--- config.mk ---
export PLATFORM = sky130hd
export DESIGN_NAME = hash_job_controller
export DESIGN_NICKNAME = d
export VERILOG_FILES = /design/src/rtl/hash_job_controller.sv
export SDC_FILE = /design/constraint.sdc
export NUM_CORES = 2
export LEC_CHECK = 0
export ABC_AREA = 1
export CAP_MARGIN = 20
export CORE_ASPECT_RATIO = 1.4
export CORE_MARGIN = 5
export CORE_UTILIZATION = 30
export DETAILED_ROUTE_END_ITERATION = 10
export REMOVE_ABC_BUFFERS = 1
export SLEW_MARGIN = 20
export SYNTH_ARGS = -nofsm -noshare
export SYNTH_HDL_FRONTEND = slang
export SYNTH_SLANG_ARGS = --single-unit
--- constraint.sdc ---
create_clock -name clk -period 2.1 [get_ports clk]
set_input_delay 0.42 -clock clk [delete_from_list [all_inputs] [get_ports clk]]
set_output_delay 0.42 -clock clk [all_outputs]
set_load 0.03 [all_outputs]
--- src/rtl/hash_job_controller.sv ---
// Nonce-sweep sequencer for the SHA-256 core: per nonce it resets the core, writes the
// nonce, starts the core, reads back the digest and compares word 0 against a target.
module hash_job_controller #(
  parameter int NONCE_OFFSET   = 19,
  parameter int TIMEOUT_CYCLES = 1024
) (
  input  logic         clk,
  input  logic         reset_n,
  input  logic         job_start,
  input  logic [15:0]  msg_addr,
  input  logic [15:0]  out_addr,
  input  logic [31:0]  nonce_start,
  input  logic [31:0]  nonce_end,
  input  logic [31:0]  target,
  output logic         job_busy,
  output logic         job_done,
  output logic         found,
  output logic [31:0]  found_nonce,
  output logic [255:0] found_hash,
  output logic         timeout_err,
  output logic         core_rst_n,
  output logic         core_start,
  input  logic         core_done,
  output logic         mem_sel,
  output logic         mem_we,
  output logic [15:0]  mem_addr,
  output logic [31:0]  mem_write_data,
  input  logic [31:0]  mem_read_data
);

  localparam int            TW     = $clog2(TIMEOUT_CYCLES + 1);
  localparam logic [TW-1:0] T_LAST = TW'(TIMEOUT_CYCLES - 1);
  localparam logic [15:0]   OFF    = 16'(NONCE_OFFSET);

  typedef enum logic [3:0] {
    S_IDLE,
    S_CORE_RST,
    S_WR_NONCE,
    S_START,
    S_RUN,
    S_RD,
    S_CHECK,
    S_NEXT,
    S_FINISH
  } state_t;

  state_t         state_reg;
  logic [15:0]    msg_addr_reg;
  logic [15:0]    out_addr_reg;
  logic [31:0]    nonce_end_reg;
  logic [31:0]    target_reg;
  logic [31:0]    cur_reg;
  logic [TW-1:0]  tcnt_reg;
  logic [3:0]     rd_idx_reg;
  logic [255:0]   digest_reg;

  // Outputs are registered from the state being executed, so every output trails its
  // state by one cycle; the read pipeline below is aligned to that.
  always_ff @(posedge clk) begin
    if (!reset_n) begin
      state_reg      <= S_IDLE;
      msg_addr_reg   <= '0;
      out_addr_reg   <= '0;
      nonce_end_reg  <= '0;
      target_reg     <= '0;
      cur_reg        <= '0;
      tcnt_reg       <= '0;
      rd_idx_reg     <= '0;
      digest_reg     <= '0;
      job_busy       <= 1'b0;
      job_done       <= 1'b0;
      found          <= 1'b0;
      found_nonce    <= '0;
      found_hash     <= '0;
      timeout_err    <= 1'b0;
      core_rst_n     <= 1'b0;
      core_start     <= 1'b0;
      mem_sel        <= 1'b1;
      mem_we         <= 1'b0;
      mem_addr       <= '0;
      mem_write_data <= '0;
    end else begin
      job_done   <= 1'b0;
      core_start <= 1'b0;
      unique case (state_reg)
        S_IDLE: begin
          core_rst_n <= 1'b0;
          mem_sel    <= 1'b1;
          mem_we     <= 1'b0;
          if (job_start) begin
            msg_addr_reg  <= msg_addr;
            out_addr_reg  <= out_addr;
            nonce_end_reg <= nonce_end;
            target_reg    <= target;
            cur_reg       <= nonce_start;
            found         <= 1'b0;
            timeout_err   <= 1'b0;
            job_busy      <= 1'b1;
            state_reg     <= S_CORE_RST;
          end
        end
        S_CORE_RST: begin
          core_rst_n <= 1'b0;
          mem_sel    <= 1'b1;
          mem_we     <= 1'b0;
          state_reg  <= S_WR_NONCE;
        end
        S_WR_NONCE: begin
          mem_we         <= 1'b1;
          mem_addr       <= msg_addr_reg + OFF;
          mem_write_data <= cur_reg;
          core_rst_n     <= 1'b1;
          state_reg      <= S_START;
        end
        S_START: begin
          mem_we     <= 1'b0;
          mem_sel    <= 1'b0;
          core_start <= 1'b1;
          tcnt_reg   <= '0;
          state_reg  <= S_RUN;
        end
        S_RUN: begin
          if (core_done) begin
            mem_sel    <= 1'b1;
            rd_idx_reg <= '0;
            state_reg  <= S_RD;
          end else if (tcnt_reg == T_LAST) begin
            timeout_err <= 1'b1;
            found       <= 1'b0;
            state_reg   <= S_FINISH;
          end else begin
            tcnt_reg <= tcnt_reg + 1'b1;
          end
        end
        S_RD: begin
          // Addresses go out on steps 0..7; the memory answers two steps later.
          if (rd_idx_reg < 4'd8) begin
            mem_addr <= out_addr_reg + {12'd0, rd_idx_reg};
          end
          if (rd_idx_reg >= 4'd2) begin
            digest_reg <= {digest_reg[223:0], mem_read_data};
          end
          rd_idx_reg <= rd_idx_reg + 4'd1;
          if (rd_idx_reg == 4'd9) begin
            state_reg <= S_CHECK;
          end
        end
        S_CHECK: begin
          if (digest_reg[255:224] < target_reg) begin
            found       <= 1'b1;
            found_nonce <= cur_reg;
            found_hash  <= digest_reg;
            state_reg   <= S_FINISH;
          end else begin
            state_reg <= S_NEXT;
          end
        end
        S_NEXT: begin
          if (cur_reg == nonce_end_reg) begin
            found     <= 1'b0;
            state_reg <= S_FINISH;
          end else begin
            cur_reg   <= cur_reg + 32'd1;
            state_reg <= S_CORE_RST;
          end
        end
        S_FINISH: begin
          job_done   <= 1'b1;
          job_busy   <= 1'b0;
          core_rst_n <= 1'b0;
          mem_sel    <= 1'b1;
          mem_we     <= 1'b0;
          state_reg  <= S_IDLE;
        end
        default: begin
          state_reg <= S_IDLE;
        end
      endcase
    end
  end

endmodule

Word-level counts from Yosys, hierarchy flattened
Index checks and enable logic that the tools add are counted.
W data, S select, Z words.
{"block": "word_totals", "out_inout_bits": 344, "ff_bits": 747}
{"block": "classes", "n_mux": 34, "order_cmp": 3, "n_addsub": 5, "reduce_logical": 25, "eq_ne": 22}
{"op": "$mux W32", "count": 2}
{"op": "$pmux W32 S2", "count": 1}
{"op": "$add A32 B1 Y32 const B", "count": 1}
{"op": "$eq A32 B32 Y1", "count": 1}
{"op": "$lt A32 B32 Y1", "count": 1}
{"op": "$pmux W16 S2", "count": 1}
{"op": "$pmux W4 S8", "count": 1}
{"op": "$mux W4", "count": 7}
{"op": "$mux W11", "count": 2}
{"op": "$pmux W11 S2", "count": 1}
{"op": "$ne A2 B2 Y1 const B", "count": 10}
{"op": "$add A16 B4 Y16", "count": 1}
{"op": "$add A16 B5 Y16 const B", "count": 1}
{"op": "$eq A4 B3 Y1 const B", "count": 4}
{"op": "$mux W16", "count": 1}
{"op": "$reduce_bool A2 Y1", "count": 8}
{"op": "$reduce_and A2 Y1", "count": 7}
{"op": "$add A11 B1 Y11 const B", "count": 1}
{"op": "$eq A11 B10 Y1 const B", "count": 1}
{"op": "$mux W1", "count": 11}
{"op": "$reduce_and A3 Y1", "count": 3}
{"op": "$eq A4 B2 Y1 const B", "count": 2}
{"op": "$eq A4 B4 Y1 const B", "count": 2}
{"op": "$pmux W1 S2", "count": 4}
{"op": "15 further kinds", "count": 15}

Depth between registers and ports, before layout
{"block": "logic_depth", "depth_word": 4, "mapped_depth": 17}

Worst setup path before layout
OpenSTA, ideal clock, no wires.
{"block": "synth_timing", "path_kind": "reg2reg", "startpoint": "reg rd_idx_reg[0]", "endpoint": "reg mem_addr[8]", "period_less_slack_ps": 2096, "arrival_time_ps": 1982, "required_ps": 1986, "n_path_buf": 0, "path_slack_ps": 4, "stages_incl_launch_ff": 15, "cell_sequence": "dfxtp_1 > ha_1 > inv_1 > fa_1 > nand3b_1 > nand2_1 > nand2_1 > nor2_1 > nand2_1 > nor2_1 > inv_1 > a21oi_1 > a22oi_1 > o21bai_1 > inv_1"}
{"block": "synth_between", "elab_chain_len": 3, "word_cells_on_any_way": 6, "classes_between": "add/sub (1); order compare (1); eq/ne (1); mux (2); reduce/logical (1)"}
{"item": "start: declaration", "line_no": "54", "text": "logic [3:0] rd_idx_reg;"}
{"item": "start signal: assignment", "line_no": "143", "text": "rd_idx_reg <= rd_idx_reg + 4'd1;"}
{"item": "$add A16 B4 Y16 or $lt A4 B4 Y1 (tied branches)", "line_no": "138, 137"}
{"item": "$mux W16 or $ne A2 B2 Y1 (tied branches)"}
{"item": "$pmux W16 S2 or $reduce_and A2 Y1 (tied branches)"}
{"item": "end signal: assignment", "line_no": "110", "text": "mem_addr <= msg_addr_reg + OFF;"}
{"item": "end signal: assignment", "line_no": "138", "text": "mem_addr <= out_addr_reg + {12'd0, rd_idx_reg};"}
{"item": "end: declaration", "line_no": "26", "text": "output logic [15:0] mem_addr,"}
Parallel ways exist; a longest one is shown, timed or not. The select of a mux whose other input is x is not followed.
A chain may end at the register's enable or synchronous reset.

==> impl_results.md <==
* Failing checks: negative setup slack
* Post-Synthesis Cells at between 3000 and 4000
* Global-route wire length before repair at approximately 150 mm
* Internal power at 25520 uW
* EDFF count, synth at 0
* Top cells by area, synth: dfxtp_1 51%, o21ai_0 10%, a21oi_1 8.4%, nor2_1 7.8%, inv_1 5.9%
* Antenna-violating nets left at 0
* # IOs at roughly 510
* CTS root buf: clkbuf_16
* Sequential fraction of the synthesis area at 50.82%
* WP buf/inv at 16
* Port Buffers at about 510
* Critical path cell sequence: inv_2 > buf_4 > buf_4 > buf_4 > buf_4 > buf_4 > buf_4 > buf_4 > buf_4 > buf_4 > buf_4 > buf_4 > buf_4 > buf_4 > buf_4 > buf_4 > a21oi_2
* Max-cap viol count at 0
* Status: finished with violations
* Largest net degree at the start of global routing at 87
* CTS tree: done
* Data required time of the worst path at 2680 ps
* Chip height at ~380 um
* Synth cell types at 55
* Worst path slowest cell: dfxtp_2
* Switching Power at 8939 uW
* GRT Util Overall at 18.39%
* Worst Setup End Kind: register
* GPL Wtd Cong at just under 0.9
* CP max FO at 2
* Post-Syn Area at just under 30000 um^2
* Cell family with most CP delay: buffers and inverters
* Worst slew pin tran at approximately 560 ps
* H-tree depth at 3
* Asr flop ratio synth at 0%
* Drc violations at 0
* Synth warnings at 0
* DRT Wirelength at about 100 mm
* Layout Skew at 43.27 ps
* Final hold viol count at 0
* Vias in the first global route at roughly 26000
* P&R area growth vs syn at 43.95%
* Die area at 104500 um^2
* GRT met2 Usage at a little under a third
* Final worst path period share at 112.8%
* Starting DRT DRC Count at between 1500 and 2000
* Die X at between 200 and 300 um
* Initial antenna violation count at 12
* Reg power frac at around 44%
* Worst IR drop on VDD at a little over 0.5 mV
* Most frequent CP cell: buf_4
* Post-route minimum period at about 2400 ps
* Initial core utilization at between 30% and 40%
* Final Util at 43.29%
* Num CTS Buffers at 80
* Path type of the worst min-delay path: in -> reg
* Skew-Pair Late Insertion Delay at approximately 670 ps
* Via count at about 27000
* Post-synth top area cell: dfxtp_1
* RSZ-0062 raised after global routing: yes
* Highest clock rate at approximately 420 MHz
* Seq cells post-synth at between 700 and 800
* Power Density at 813.6 nW/um^2
* Slew headroom at 62.77%
* Post-synth top area share at 50.82%
* Number of nets in the layout at approximately 4700
* Met3 Track Usage GR at 4.358%
* Cell row count at roughly 140
* Post-synth top cells: 747 x dfxtp_1, 610 x nor2_1, 603 x o21ai_0
* Vias/cell at approximately 4.7
* Busiest layer in global routing: met2
* Combinational Power Share at a little under an eighth
* First drt pass iteration count at 5
* Dpl ws at -437.2 ps
* Worst Setup Start Kind: register
* Final setup violating endpoints at roughly 540
* Worst Path Arrival at ~3000 ps
* Gr ovfl total at 0
* Core Region at around 98000 um^2
* Slew Viols, Final at 0
* Clock sink count at between 700 and 800
* HPWL Detailed at a little under 70 mm
* WL per Instance at around 17 um
* Leakage power at 0.01708 uW
* Clk network pwr share at between 40 and 50%
* Most frequent cell after synthesis: dfxtp_1
* Fraction of layout cells with a size suffix above 1 at between 10% and 20%
* Setup WS post-layout at -267.9 ps
* Worst-path clk slew at about 60 ps
* Crit-path max cell delay at roughly 320 ps
* Max clock buf depth at 3
* M1 GR Usage at between 20% and 30%
* Syn_area_per_cell at around 7.7 um^2
* Sw Share at between 20% and 30%
* Setup CP Type: reg -> reg
* Top FF cell, synth: dfxtp_1
kinds of logic after synthesis:
logic type | after synthesis | share of synthesized area, %
AO/OA/AOI/OAI | 1276 | 22.21
XOR/XNOR | 24 | 0.7144
adder cells (fa/ha/maj) | 41 | 1.769
buffers and inverters | 734 | 10.25
flip-flops | 747 | 50.82
multiplexers | 3 | 0.1021
AND/OR/NAND/NOR | 1015 | 14.13
cell type report:
type | instances | area, um^2
Multi-Input combinational cell | 2359 | 12070
Clock buffer | 105 | 2277
Inverter | 481 | 1815
Timing Repair Buffer | 828 | 8945
Sequential cell | 747 | 14970
Clock inverter | 43 | 616.8
Tap cell | 1311 | 1640
Fill cell | 9637 | 55490
Antenna cell | 8 | 20.02
metal layers:
layer,part of all wire [%],wire [um],up-vias
met1,41,41360,12637
met4,3.5,3583,6
met3,6.8,6873,165
met2,49,49730,749
li1,-,-,13848
met5,0.040,41,-
power by group through the flow:
stage	combinational, uW	clock, uW	sequential [uW]
finish	4040	15400	15000
global route	4440	16400	15000
CTS	3950	15800	15000
floorplan	1540	0	15500
detailed placement	3810	0	15300
global placement	3790	0	15300
worst register-to-register path, stage by stage, from the launching register on:
cell and delay [ps]:
dfxtp_2 320, inv_2 50, buf_4 120, buf_4 120, buf_4 120, buf_4 120, buf_4 120, buf_4 120
buf_4 120, buf_4 120, buf_4 120, buf_4 120, buf_4 120, buf_4 120, buf_4 120, buf_4 120
buf_4 130, a21oi_2 130
what timing repair did:
item	in CTS	in global routing
gates cloned	17	16
pin swaps	7	30
hold buffers	0	0
buffers inserted	40	12
gates resized for setup	113	197
endpoints found under the setup margin	643	672
final timing paths:
check | from | endpoint | slack [ps] | cells past startpoint
setup / recovery | target_reg[19] | target_reg[19] | -270 | 17
hold / removal | reset_n | msg_addr_reg[15] | 140 | 3
setup reg to reg | target_reg[19] | target_reg[19] | -270 | 17
hold reg to reg | found_nonce[7] | found_nonce[7] | 440 | 2
per-stage QoR:
stage	setup TNS (ps)	hold slack [ps]	std cells	power [uW]	cell area, um^2
3_5_place_dp	-97740	432.9	5646	19100	37280
5_1_grt	-130370	141.4	5875	35870	42340
2_1_floorplan	-2948520	428.3	3587	17010	28220
6_report	-55330	137.5	5882	34460	42360
4_1_cts	-119330	77.06	5851	34770	41270
3_3_place_gp	-96970	429.0	5646	19070	37280
placed cells by master (no fill, tap or decap), drive strengths merged, types with 5 or more instances in the layout:
master	instances
a211oi	7
a21oi	500
a31oi	11
buf	308
bufinv	11
clkbuf	119
clkdlybuf4s50	506
clkinv	24
clkinvlp	5
dfxtp	747
diode	8
ha	40
inv	484
nand2	273
nand3	48
nand4	26
nor2	622
nor3	33
nor4	6
o211ai	10
o21ai	737
xor2	23
Note: power is estimated with default switching activity, not from simulation.
